### src/rtl/grf_wb_arbiter_if.sv
// Signal bundle between the writeback arbiter and its environment.
// The slave side is the arbiter; the master side issues requests and observes the GRF port.
interface grf_wb_arbiter_if;
    logic        w_we;
    logic [4:0]  w_a3;
    logic [31:0] w_wd;
    logic [31:0] w_pc;
    logic        l_valid;
    logic [4:0]  l_a3;
    logic [31:0] l_wd;
    logic [31:0] l_pc;
    logic        l_ready;
    logic        l_alloc;
    logic [4:0]  l_alloc_a3;
    logic        grf_we;
    logic [4:0]  grf_a3;
    logic [31:0] grf_wd;
    logic [31:0] grf_wpc;
    logic [31:0] busy;
    logic [3:0]  fifo_cnt;
    logic        drain_req;

    modport slave (
        input  w_we, w_a3, w_wd, w_pc,
        input  l_valid, l_a3, l_wd, l_pc,
        input  l_alloc, l_alloc_a3,
        output l_ready,
        output grf_we, grf_a3, grf_wd, grf_wpc,
        output busy, fifo_cnt, drain_req
    );

    modport master (
        output w_we, w_a3, w_wd, w_pc,
        output l_valid, l_a3, l_wd, l_pc,
        output l_alloc, l_alloc_a3,
        input  l_ready,
        input  grf_we, grf_a3, grf_wd, grf_wpc,
        input  busy, fifo_cnt, drain_req
    );
endinterface

### src/rtl/grf_wb_arbiter.sv
// Shares the single GRF write port between the W stage (priority) and a small FIFO of
// late writebacks from multi-cycle units, and keeps a reservation scoreboard.
module grf_wb_arbiter #(
    parameter int DEPTH = 2
) (
    input  logic            clk,
    input  logic            reset,
    grf_wb_arbiter_if.slave bus
);
    localparam int            PW       = $clog2(DEPTH);
    localparam logic [PW-1:0] LAST_PTR = PW'(DEPTH - 1);
    localparam logic [3:0]    FULL_CNT = 4'(DEPTH);

    typedef struct packed {
        logic [4:0]  a3;
        logic [31:0] wd;
        logic [31:0] pc;
    } entry_t;

    entry_t        mem [DEPTH];
    logic [PW-1:0] head_reg;
    logic [PW-1:0] tail_reg;
    logic [3:0]    cnt_reg;
    logic [31:0]   busy_reg;
    logic [31:0]   busy_next;
    entry_t        head_entry;
    logic          w_valid;
    logic          full;
    logic          ready;
    logic          push;
    logic          pop;

    function automatic logic [PW-1:0] ptr_inc(input logic [PW-1:0] p);
        return (p == LAST_PTR) ? '0 : p + 1'b1;
    endfunction

    // Reset gates the combinational paths so outputs drop without waiting for a clock edge.
    assign head_entry = mem[head_reg];
    assign full       = (cnt_reg == FULL_CNT);
    assign ready      = reset && !full;
    assign w_valid    = reset && bus.w_we && (bus.w_a3 != 5'd0);
    assign pop        = reset && !w_valid && (cnt_reg != 4'd0);
    assign push       = ready && bus.l_valid && (bus.l_a3 != 5'd0);

    always_ff @(posedge clk or negedge reset) begin
        if (!reset) begin
            head_reg <= '0;
            tail_reg <= '0;
            cnt_reg  <= '0;
            busy_reg <= '0;
        end else begin
            if (pop) begin
                head_reg <= ptr_inc(head_reg);
            end
            if (push) begin
                tail_reg <= ptr_inc(tail_reg);
            end
            if (push && !pop) begin
                cnt_reg <= cnt_reg + 4'd1;
            end else if (pop && !push) begin
                cnt_reg <= cnt_reg - 4'd1;
            end
            busy_reg <= busy_next;
        end
    end

    always_ff @(posedge clk) begin
        if (push) begin
            mem[tail_reg] <= {bus.l_a3, bus.l_wd, bus.l_pc};
        end
    end

    // A reservation landing on the same edge as the pop that clears it keeps the bit set.
    for (genvar gi = 0; gi < 32; gi++) begin : g_busy
        if (gi == 0) begin : g_zero
            assign busy_next[gi] = 1'b0;
        end else begin : g_bit
            logic set_bit;
            logic clr_bit;
            assign set_bit       = bus.l_alloc && (bus.l_alloc_a3 == 5'(gi));
            assign clr_bit       = pop && (head_entry.a3 == 5'(gi));
            assign busy_next[gi] = set_bit || (busy_reg[gi] && !clr_bit);
        end
    end

    always_comb begin
        bus.grf_we  = 1'b0;
        bus.grf_a3  = '0;
        bus.grf_wd  = '0;
        bus.grf_wpc = '0;
        if (w_valid) begin
            bus.grf_we  = 1'b1;
            bus.grf_a3  = bus.w_a3;
            bus.grf_wd  = bus.w_wd;
            bus.grf_wpc = bus.w_pc;
        end else if (pop) begin
            bus.grf_we  = 1'b1;
            bus.grf_a3  = head_entry.a3;
            bus.grf_wd  = head_entry.wd;
            bus.grf_wpc = head_entry.pc;
        end
    end

    assign bus.l_ready   = ready;
    assign bus.busy      = busy_reg;
    assign bus.fifo_cnt  = cnt_reg;
    assign bus.drain_req = full;
endmodule

### src/flat_wrapper.sv
// flat-port wrapper written by rule: the top's interface ports become plain ports
module grf_wb_arbiter_flat 
#(
    parameter int DEPTH = 2
)
  (clk, reset, bus_w_we, bus_w_a3, bus_w_wd, bus_w_pc, bus_l_valid, bus_l_a3, bus_l_wd, bus_l_pc, bus_l_alloc, bus_l_alloc_a3, bus_l_ready, bus_grf_we, bus_grf_a3, bus_grf_wd, bus_grf_wpc, bus_busy, bus_fifo_cnt, bus_drain_req);
  grf_wb_arbiter_if bus_i ();
  input  logic clk;
  input  logic reset;
  input wire logic [$bits(bus_i.w_we)-1:0] bus_w_we;
  input wire logic [$bits(bus_i.w_a3)-1:0] bus_w_a3;
  input wire logic [$bits(bus_i.w_wd)-1:0] bus_w_wd;
  input wire logic [$bits(bus_i.w_pc)-1:0] bus_w_pc;
  input wire logic [$bits(bus_i.l_valid)-1:0] bus_l_valid;
  input wire logic [$bits(bus_i.l_a3)-1:0] bus_l_a3;
  input wire logic [$bits(bus_i.l_wd)-1:0] bus_l_wd;
  input wire logic [$bits(bus_i.l_pc)-1:0] bus_l_pc;
  input wire logic [$bits(bus_i.l_alloc)-1:0] bus_l_alloc;
  input wire logic [$bits(bus_i.l_alloc_a3)-1:0] bus_l_alloc_a3;
  output wire logic [$bits(bus_i.l_ready)-1:0] bus_l_ready;
  output wire logic [$bits(bus_i.grf_we)-1:0] bus_grf_we;
  output wire logic [$bits(bus_i.grf_a3)-1:0] bus_grf_a3;
  output wire logic [$bits(bus_i.grf_wd)-1:0] bus_grf_wd;
  output wire logic [$bits(bus_i.grf_wpc)-1:0] bus_grf_wpc;
  output wire logic [$bits(bus_i.busy)-1:0] bus_busy;
  output wire logic [$bits(bus_i.fifo_cnt)-1:0] bus_fifo_cnt;
  output wire logic [$bits(bus_i.drain_req)-1:0] bus_drain_req;
  assign bus_i.w_we = bus_w_we;
  assign bus_i.w_a3 = bus_w_a3;
  assign bus_i.w_wd = bus_w_wd;
  assign bus_i.w_pc = bus_w_pc;
  assign bus_i.l_valid = bus_l_valid;
  assign bus_i.l_a3 = bus_l_a3;
  assign bus_i.l_wd = bus_l_wd;
  assign bus_i.l_pc = bus_l_pc;
  assign bus_i.l_alloc = bus_l_alloc;
  assign bus_i.l_alloc_a3 = bus_l_alloc_a3;
  assign bus_l_ready = bus_i.l_ready;
  assign bus_grf_we = bus_i.grf_we;
  assign bus_grf_a3 = bus_i.grf_a3;
  assign bus_grf_wd = bus_i.grf_wd;
  assign bus_grf_wpc = bus_i.grf_wpc;
  assign bus_busy = bus_i.busy;
  assign bus_fifo_cnt = bus_i.fifo_cnt;
  assign bus_drain_req = bus_i.drain_req;
  grf_wb_arbiter #(.DEPTH(DEPTH)) u_core (.clk(clk), .reset(reset), .bus(bus_i));
endmodule
### config.mk
export PLATFORM = sky130hd
export DESIGN_NAME = grf_wb_arbiter_flat
export DESIGN_NICKNAME = d
export VERILOG_FILES = /design/src/rtl/grf_wb_arbiter_if.sv /design/src/rtl/grf_wb_arbiter.sv /design/src/flat_wrapper.sv
export SDC_FILE = /design/constraint.sdc
export NUM_CORES = 1
export LEC_CHECK = 0
export ABC_AREA = 1
export CORE_MARGIN = 8
export CORE_UTILIZATION = 40
export CTS_BUF_LIST = sky130_fd_sc_hd__clkbuf_2
export DETAILED_ROUTE_END_ITERATION = 12
export DONT_BUFFER_PORTS = 1
export SLEW_MARGIN = 15
export SYNTH_ARGS = -nofsm -noshare
export SYNTH_HDL_FRONTEND = slang
export SYNTH_SLANG_ARGS = --single-unit
### constraint.sdc
create_clock -name clk -period 7.8 [get_ports clk]
set_input_delay 0.78 -clock clk [delete_from_list [all_inputs] [get_ports clk]]
set_output_delay 0.78 -clock clk [all_outputs]
set_load 0.1 [all_outputs]
### Word-level counts from Yosys, hierarchy flattened

Memory sizes are Yosys's and may differ from the RTL's.
Cells that the tools add are included.

| cells by class | value |
|---|---|
| $add $sub $neg | 4 |
| eq/ne operators | 63 |
| multiplexer cells | 14 |
| reduce and logical (&&, ||, !) cells | 172 |

Operator list:

| operator | number |
|---|---|
| 5-bit equality test, second input constant | 32 |
| 32-bit two-way mux | 4 |
| 1-bit logical AND | 102 |
| 5-bit by 4-bit equality test with 1-bit output, second input constant | 16 |
| 5-bit by 3-bit equality test with 1-bit output, second input constant | 8 |
| 1-bit logical NOT | 35 |
| 1-bit logical OR | 31 |
| 5-bit by 2-bit equality test with 1-bit output, second input constant | 4 |
| 5-bit by 1-bit equality test with 1-bit output, second input constant | 2 |
| 5-bit two-way mux | 2 |
| 5-bit nonzero test | 2 |
| 4-bit two-way mux | 2 |
| 1-bit two-way mux | 6 |
| 4-bit by 1-bit adder with 4-bit output, second input constant | 1 |
| 4-bit by 2-bit equality test with 1-bit output, second input constant | 1 |
| 4-bit nonzero test | 1 |
| 4-bit by 1-bit subtractor with 4-bit output, second input constant | 1 |
| 1-bit adder, second input constant | 2 |
| 2-bit nonzero test | 1 |

| storage, ports and cells | value |
|---|---|
| bits in registers | 37 |
| memory bits (writable) | 138 |
| input bits | 148 |
| output and inout port bits | 108 |
| logic and storage cells | 258 |
| memories | 1 |

Memory list:

| memory | words | bits a word | rd ports | clocked after Yosys merged registers in | write ports | RTL line | RTL |
|---|---|---|---|---|---|---|---|
| u_core.mem | 2 | 69 | 1 | 0 | 1 | grf_wb_arbiter.sv:20 | `entry_t mem [DEPTH];` |

### Depth between registers and ports, before layout

| depth | value |
|---|---|
| word-level depth | 9 |
| mapped depth | 15 |
| mapped depth without buffers | 13 |

### Least setup slack after synthesis

Ideal clock, no wire load.

| timing | value |
|---|---|
| kind | reg2reg |
| from | register u_core.cnt_reg[0] (netlist: u_core.bus.fifo_cnt[0]) |
| to | memory u_core.mem[1][0] (netlist name), enable pin |
| arrival | 5.104 ns |
| data required time | 7.302 ns |
| path slack | 2.198 ns |
| stages on the path, launching flop included | 7 |
| buffers on the path | 0 |
| period minus slack after synthesis | 5.602 ns |
| path through | dfrtp_1 inv_1 nand3_1 nand2_1 inv_1 nand3_1 nor2_1 |

| between the ends | value |
|---|---|
| longest elaborated chain between the ends | 7 |

RTL lines:

| element | RTL line | RTL |
|---|---|---|
| from (decl) | grf_wb_arbiter.sv:23 | `logic [3:0] cnt_reg;` |
| from (signal assigned) | grf_wb_arbiter.sv:59 | `cnt_reg <= cnt_reg + 4'd1;` |
| from (signal assigned) | grf_wb_arbiter.sv:61 | `cnt_reg <= cnt_reg - 4'd1;` |
| 4-bit by 2-bit equality test with 1-bit output | grf_wb_arbiter.sv:39 | `assign full = (cnt_reg == FULL_CNT);` |
| 1-bit logical NOT | grf_wb_arbiter.sv:40 | `assign ready = reset && !full;` |
| 1-bit logical AND | grf_wb_arbiter.sv:40 |  |
| named net bus_l_ready | flat_wrapper.sv:20 | `output wire logic [$bits(bus_i.l_ready)-1:0] bus_l_ready;` |
| 1-bit logical AND (2 in series) | grf_wb_arbiter.sv:43 | `assign push = ready && bus.l_valid && (bus.l_a3 != 5'd0);` |
| 1-bit two-way mux | grf_wb_arbiter.sv:68 | `if (push) begin` |
| 1-bit two-way mux (not written as such) | grf_wb_arbiter.sv:69 | `mem[tail_reg] <= {bus.l_a3, bus.l_wd, bus.l_pc};` |
| to (decl) | grf_wb_arbiter.sv:20 |  |

The timed path passes the listed nets, and every way through them passes these cells.

### Final worst setup path

| timing | value |
|---|---|
| from | register u_core.cnt_reg[1] (netlist: u_core.bus.fifo_cnt[1]) |
| to | output port bus_grf_wpc[29] |

| between the ends | value |
|---|---|
| longest elaborated chain between the ends | 4 |

RTL lines:

| element | RTL line | RTL |
|---|---|---|
| 4-bit nonzero test | grf_wb_arbiter.sv:42 | `assign pop = reset && !w_valid && (cnt_reg != 4'd0);` |
| 1-bit logical AND | grf_wb_arbiter.sv:42 |  |
| 32-bit two-way mux | grf_wb_arbiter.sv:96 | `end else if (pop) begin` |
| 32-bit two-way mux | grf_wb_arbiter.sv:91 | `if (w_valid) begin` |
| to (decl) | flat_wrapper.sv:24 | `output wire logic [$bits(bus_i.grf_wpc)-1:0] bus_grf_wpc;` |

Every way passes these cells.

==> impl_metrics.env <==
export IMPL_syn_area_um2=8160
export IMPL_dp_hpwl_um=14000
export IMPL_antenna_found_initial=1
export IMPL_post_route_min_period_ns=4.70
export IMPL_critPathArrivalTime_ns=3.92
export IMPL_drc=0
export IMPL_seq_area_frac_synth_pct=62.1
export IMPL_hold_path_class="input pin to flip-flop"
export IMPL_seq_area_um2=5070
export IMPL_cp_start_kind="flip-flop"
export IMPL_wire_per_inst_um=17.7
export IMPL_reg2reg_depth=7
export IMPL_port_buffers=0
export IMPL_cts_reportedPaths_clkPinSlew_ns=0.28
export IMPL_top_usage_layer="met2"
export IMPL_syn_to_final_growth_pct=12.6
export IMPL_clk_latency_ns=0.74
export IMPL_ys_seq_elements=175
export IMPL_ys_types=28
export IMPL_clock_tree_buffer_depth=2
export IMPL_via_per_inst=4.95
export IMPL_max_slew_worst_pin_slew_ns=1.11
export IMPL_p_leak_uw=0.00389
export IMPL_final_common_cell="nand2_1"
export IMPL_yosys_warnings=0
export IMPL_met1_usage_pct=19.1
export IMPL_layout_common_cells="nand2_1 (414), edfxtp_1 (138), nand3_1 (101)"
export IMPL_synth_area_leaders="edfxtp_1 (51%), nand2_1 (19%), dfrtp_1 (11%), nand3_1 (6.2%), o21ai_1 (2.0%)"
export IMPL_grt_pass1_wl_um=32900
export IMPL_fmax_mhz=213
export IMPL_finalHoldViolations=0
export IMPL_cts_tree="done"
export IMPL_synth_top_cell_area_share_pct=50.8
export IMPL_drv_cap=0
export IMPL_reg2reg_to="u_core.mem[1][38]"
export IMPL_hold_start="bus_l_a3[2]"
export IMPL_largest_reg_flops=138
export IMPL_end_kind="output pin"
export IMPL_netlist_instances=871
export IMPL_cts_buffers=17
export IMPL_fin_nets=1063
export IMPL_grt_ovfl_total=0
export IMPL_cts_root_buffer="clkbuf_2"
export IMPL_gp_congestion=0.802
export IMPL_fin_skew_ns=0.0429
export IMPL_initial_core_util_pct=40.6
export IMPL_multi_input_comb_area_um2=2730
export IMPL_drtIter0Drc=353
export IMPL_irDropWorstVdd_mv=0.214
export IMPL_power_density_nw_per_um2=442
export IMPL_tns_ns=0
export IMPL_dr_total_vias=5917
export IMPL_crit_family="flip-flops"
export IMPL_grt_max_degree=74
export IMPL_cts_resized_gates=0
export IMPL_row_count=52
export IMPL_nFillCells=1904
export IMPL_cp_max_fo=64
export IMPL_drt_first_pass_iters=5
export IMPL_hold_buffers=20
export IMPL_drive_gt1_share_pct=8.44
export IMPL_die_w_um=159
export IMPL_met3_usage_pct=6.98
export IMPL_rsz0062_at_grt="no"
export IMPL_htree_levels=4
export IMPL_worstSetupPathType="flip-flop to output pin"
export IMPL_whs_path_depth=0
export IMPL_pin_count=256
export IMPL_status="complete, no violations"
export IMPL_cp_required_ns=7.02
export IMPL_synth_top_area_cell="edfxtp_1"
export IMPL_grt_pass1_vias=5893
export IMPL_regToRegSetupSlack_ns=3.53
export IMPL_min_to="u_core.mem[0][66]"
export IMPL_max_stage_delay_ns=1.11
export IMPL_reg2reg_from="u_core.bus.fifo_cnt[0]"
export IMPL_die_area_um2=25200
export IMPL_ant_nets=0
export IMPL_die_h_um=159
export IMPL_post_route_period_util_pct=60.2
export IMPL_power_uw=4060
export IMPL_crit_top_cell="nand2_1"
export IMPL_slew_viol_final=0
export IMPL_syn_area_per_cell_um2=9.37
export IMPL_relSlewSlack_pct=26.2
export IMPL_critical_path_buf_inv_count=2
export IMPL_syn_nets=1023
export IMPL_coreArea_um2=20100
export IMPL_crit_slowest_cell="dfrtp_1"
export IMPL_setup_viol_count_final=0
export IMPL_use_met2_pct=27.1
export IMPL_grtUsageTotal_pct=16.4
export IMPL_crit_chain="nor2_1 > a21oi_1 > nand2_2 > buf_4 > inv_6 > nand2_1 > nand2_1"
export IMPL_clkSinkCount=175
export IMPL_drt_wl_total_um=21100
export IMPL_cts_setup_buffers=0
report_power, final:
group	total, µW	switching [µW]	internal, µW
clock network	512	370	142
logic	1550	1290	255
registers	2000	814	1180
total	4060	2480	1580
cell usage after synthesis (all sizes together):
master and instances:
or2 2, nand2 430, clkbuf 16, dfrtp 37
inv 30, nor2 38, ha 3, a21oi 1
edfxtp 138, o21ai 36, nor3 1, conb 1
nand3 102, xnor2 4, buf 28, xor2 1
o21bai 2, fa 1
worst max path at each step:
| stage | slack [ns] | cells after the start | end | start |
|---|---|---|---|---|
| after floorplan | 2.20 | 6 | u_core.mem[1][0] | u_core.bus.fifo_cnt[0] |
| after global placement | 3.52 | 7 | u_core.mem[0][13] | u_core.bus.fifo_cnt[0] |
| after detailed placement | 3.51 | 7 | u_core.mem[0][39] | u_core.bus.fifo_cnt[0] |
| after CTS | 2.92 | 7 | bus_grf_wd[11] | u_core.bus.fifo_cnt[1] |
| after global routing | 2.74 | 7 | bus_grf_wpc[15] | u_core.bus.fifo_cnt[1] |
| final | 3.10 | 7 | bus_grf_wpc[29] | u_core.bus.fifo_cnt[1] |
layer usage:
metal	vias to the layer above	share of wire, %
met3	14	8.0
li1	2926	-
met5	-	0
met2	206	48
met4	0	0.94
met1	2771	43
worst reg2reg max path, stage by stage, from the launching register on:
cell     delay (ns)
dfrtp_1        1.10
inv_1          0.15
nand3_1        0.15
nand2_1        0.09
inv_1          0.65
nand3_1        0.40
nor2_4         0.69
buf_4          0.67
per-stage QoR:
| step | worst slack, ns | hold WS [ns] | instance area, µm² | cells | util (%) |
|---|---|---|---|---|---|
| after detailed placement | 3.51 | 0.486 | 8310 | 1103 | 41.3 |
| after CTS | 2.92 | 0.00183 | 8790 | 1155 | 43.7 |
| final | 3.10 | 0.123 | 9190 | 1195 | 45.7 |
| after floorplan | 2.20 | 0.484 | 8160 | 871 | - |
| after global placement | 3.52 | 0.486 | 8310 | 1103 | 41.3 |
| after global routing | 2.74 | -0.00380 | 9190 | 1195 | 45.7 |
final cells by class:
| class | instances | share of cell area (%) |
|---|---|---|
| clock buffer | 17 | 0.926 |
| clock inverter | 15 | 2.07 |
| timing repair buffer | 65 | 7.03 |
| sequential | 175 | 55.2 |
| tap | 270 | 3.68 |
| multi-input combinational | 622 | 29.7 |
| inverter | 30 | 1.33 |
| antenna | 1 | 0.0272 |
kinds of logic (layout without fill, tap and decap cells):
logic type	Yosys count	count (layout)	synth area share, %
buffers and inverters	74	127	4.80
AO/OA/AOI/OAI	39	39	2.50
XOR/XNOR	5	5	0.537
other	1	2	0.0460
flip-flops	175	175	62.1
adder cells (fa/ha/maj)	4	4	0.705
AND/OR/NAND/NOR	573	573	29.3
Note: power is estimated with default switching activity, not from simulation.
==> RTL change, RTL diff (same settings) <==
`DEPTH` is set to 2 in 2 places; all go to 4.
--- a/src/rtl/grf_wb_arbiter.sv
+++ b/src/rtl/grf_wb_arbiter.sv
@@ -3,3 +3,3 @@
 module grf_wb_arbiter #(
-    parameter int DEPTH = 2
+    parameter int DEPTH = 4
 ) (
--- a/src/flat_wrapper.sv
+++ b/src/flat_wrapper.sv
@@ -3,3 +3,3 @@
 #(
-    parameter int DEPTH = 2
+    parameter int DEPTH = 4
 )
Function: changed (Yosys sat finds a counterexample within 4 cycles, from zero or initial values and one cycle with reset low).
==> RTL change against the unedited design <==
Worst setup slack worse by 600 ps. Critical endpoint is now bus_grf_wd[7]. Largest cell class unchanged. Sequential share of layout area up 5.7 points. Largest power group unchanged. Area after synthesis grew 64%. Count of clock-buffer cells in the layout is 91 higher. Cell area grew 66%. Sequential cell count rose by 140. Wire length increased by 66%. Power grew 58%.
==> RTL change: results <==
{
  "outcome": "complete, no violations",
  "worstHoldEndpoint": "u_core.bus.busy[9]",
  "cp-startpoint": "u_core.bus.fifo_cnt[0]",
  "synth_xor_xnor_area_share_pct": 0.131,
  "cts_max_level": 3,
  "synth_common_cells": "318 x nand2_1, 276 x edfxtp_1, 174 x nor2_1, 115 x o21ai_0, 80 x nand3_1",
  "grt_pass1_vias": 9630,
  "p_leak_uw": 0.00572,
  "met2_length_um": 17100,
  "clk_pin_slew_ps": 110,
  "ys_seq_area_share_pct": 69.3,
  "hold_buffers": 74,
  "place_area_um2": 13700,
  "crit_arrival_ps": 4520,
  "antenna_found_initial": 5,
  "hold_depth": 4,
  "worst_slew_pin_slew_ps": 1140,
  "vias_per_cell": 5.15,
  "hold-worst-slack_ps": 161,
  "use_met3_pct": 5.45,
  "grtUsageTotal_pct": 17.4,
  "async_reset_ff_share_pct": 12.4,
  "use_met1_pct": 20.3,
  "place_congestion": 0.796,
  "cts.path.max_buffers": 3,
  "syn_area_per_cell_um2": 11.0,
  "wl_met1_um": 14500,
  "dp.cells": 1608,
  "nNetsFinal": 1475,
  "topRoutingLayerUsed": "met5",
  "hp-start": "bus_l_alloc_a3[1]",
  "grt_pass1_wl_um": 53600,
  "hpwl_um": 20700,
  "largest_register_ff_count": 276,
  "powerComb_uw": 2350,
  "r2r_setup_slack_ps": 2840,
  "rr_endpoint": "u_core.mem[1][56]",
  "switchingPower_uw": 3450,
  "crit_fanout": 36,
  "ff2ff_path_depth": 5,
  "clkPwrFrac_pct": 17.8,
  "synth_fa_ha_area_share_pct": 0.898,
  "totalWireLength_um": 35000,
  "drive_gt1_share_pct": 12.1,
  "wl_met3_um": 2640
}
[RTL change: per-stage QoR]
step / setup WS [ps] / total power (µW)
after floorplan: 689 / 4880
after global placement: 2730 / 5270
after detailed placement: 2680 / 5300
after CTS: 2330 / 6510
after global routing: 2150 / 6780
final: 2500 / 6420
[RTL change: cell families after synthesis]
group	count (synthesis)
AND/OR/NAND/NOR	584
flip-flops	315
adder cells (fa/ha/maj)	9
XOR/XNOR	2
AO/OA/AOI/OAI	209
buffers and inverters	99
other	1
multiplexers	1
[RTL change: final cells by class]
type	instances	area, µm²	area share [%]
tap	448	561	3.68
timing repair buffer	87	848	5.57
sequential	315	9270	60.9
clock buffer	108	541	3.55
inverter	26	100	0.657
multi-input combinational	806	3690	24.2
clock inverter	29	206	1.36
antenna	4	10.0	0.0657
[RTL change: critical path, stage by stage, from the launching register on]
cell and delay [ps]:
dfrtp_1 1040, nor2_1 150, a21oi_1 310, nand2_4 220, inv_2 530, buf_4 500
nand2_1 140, nand2_1 690
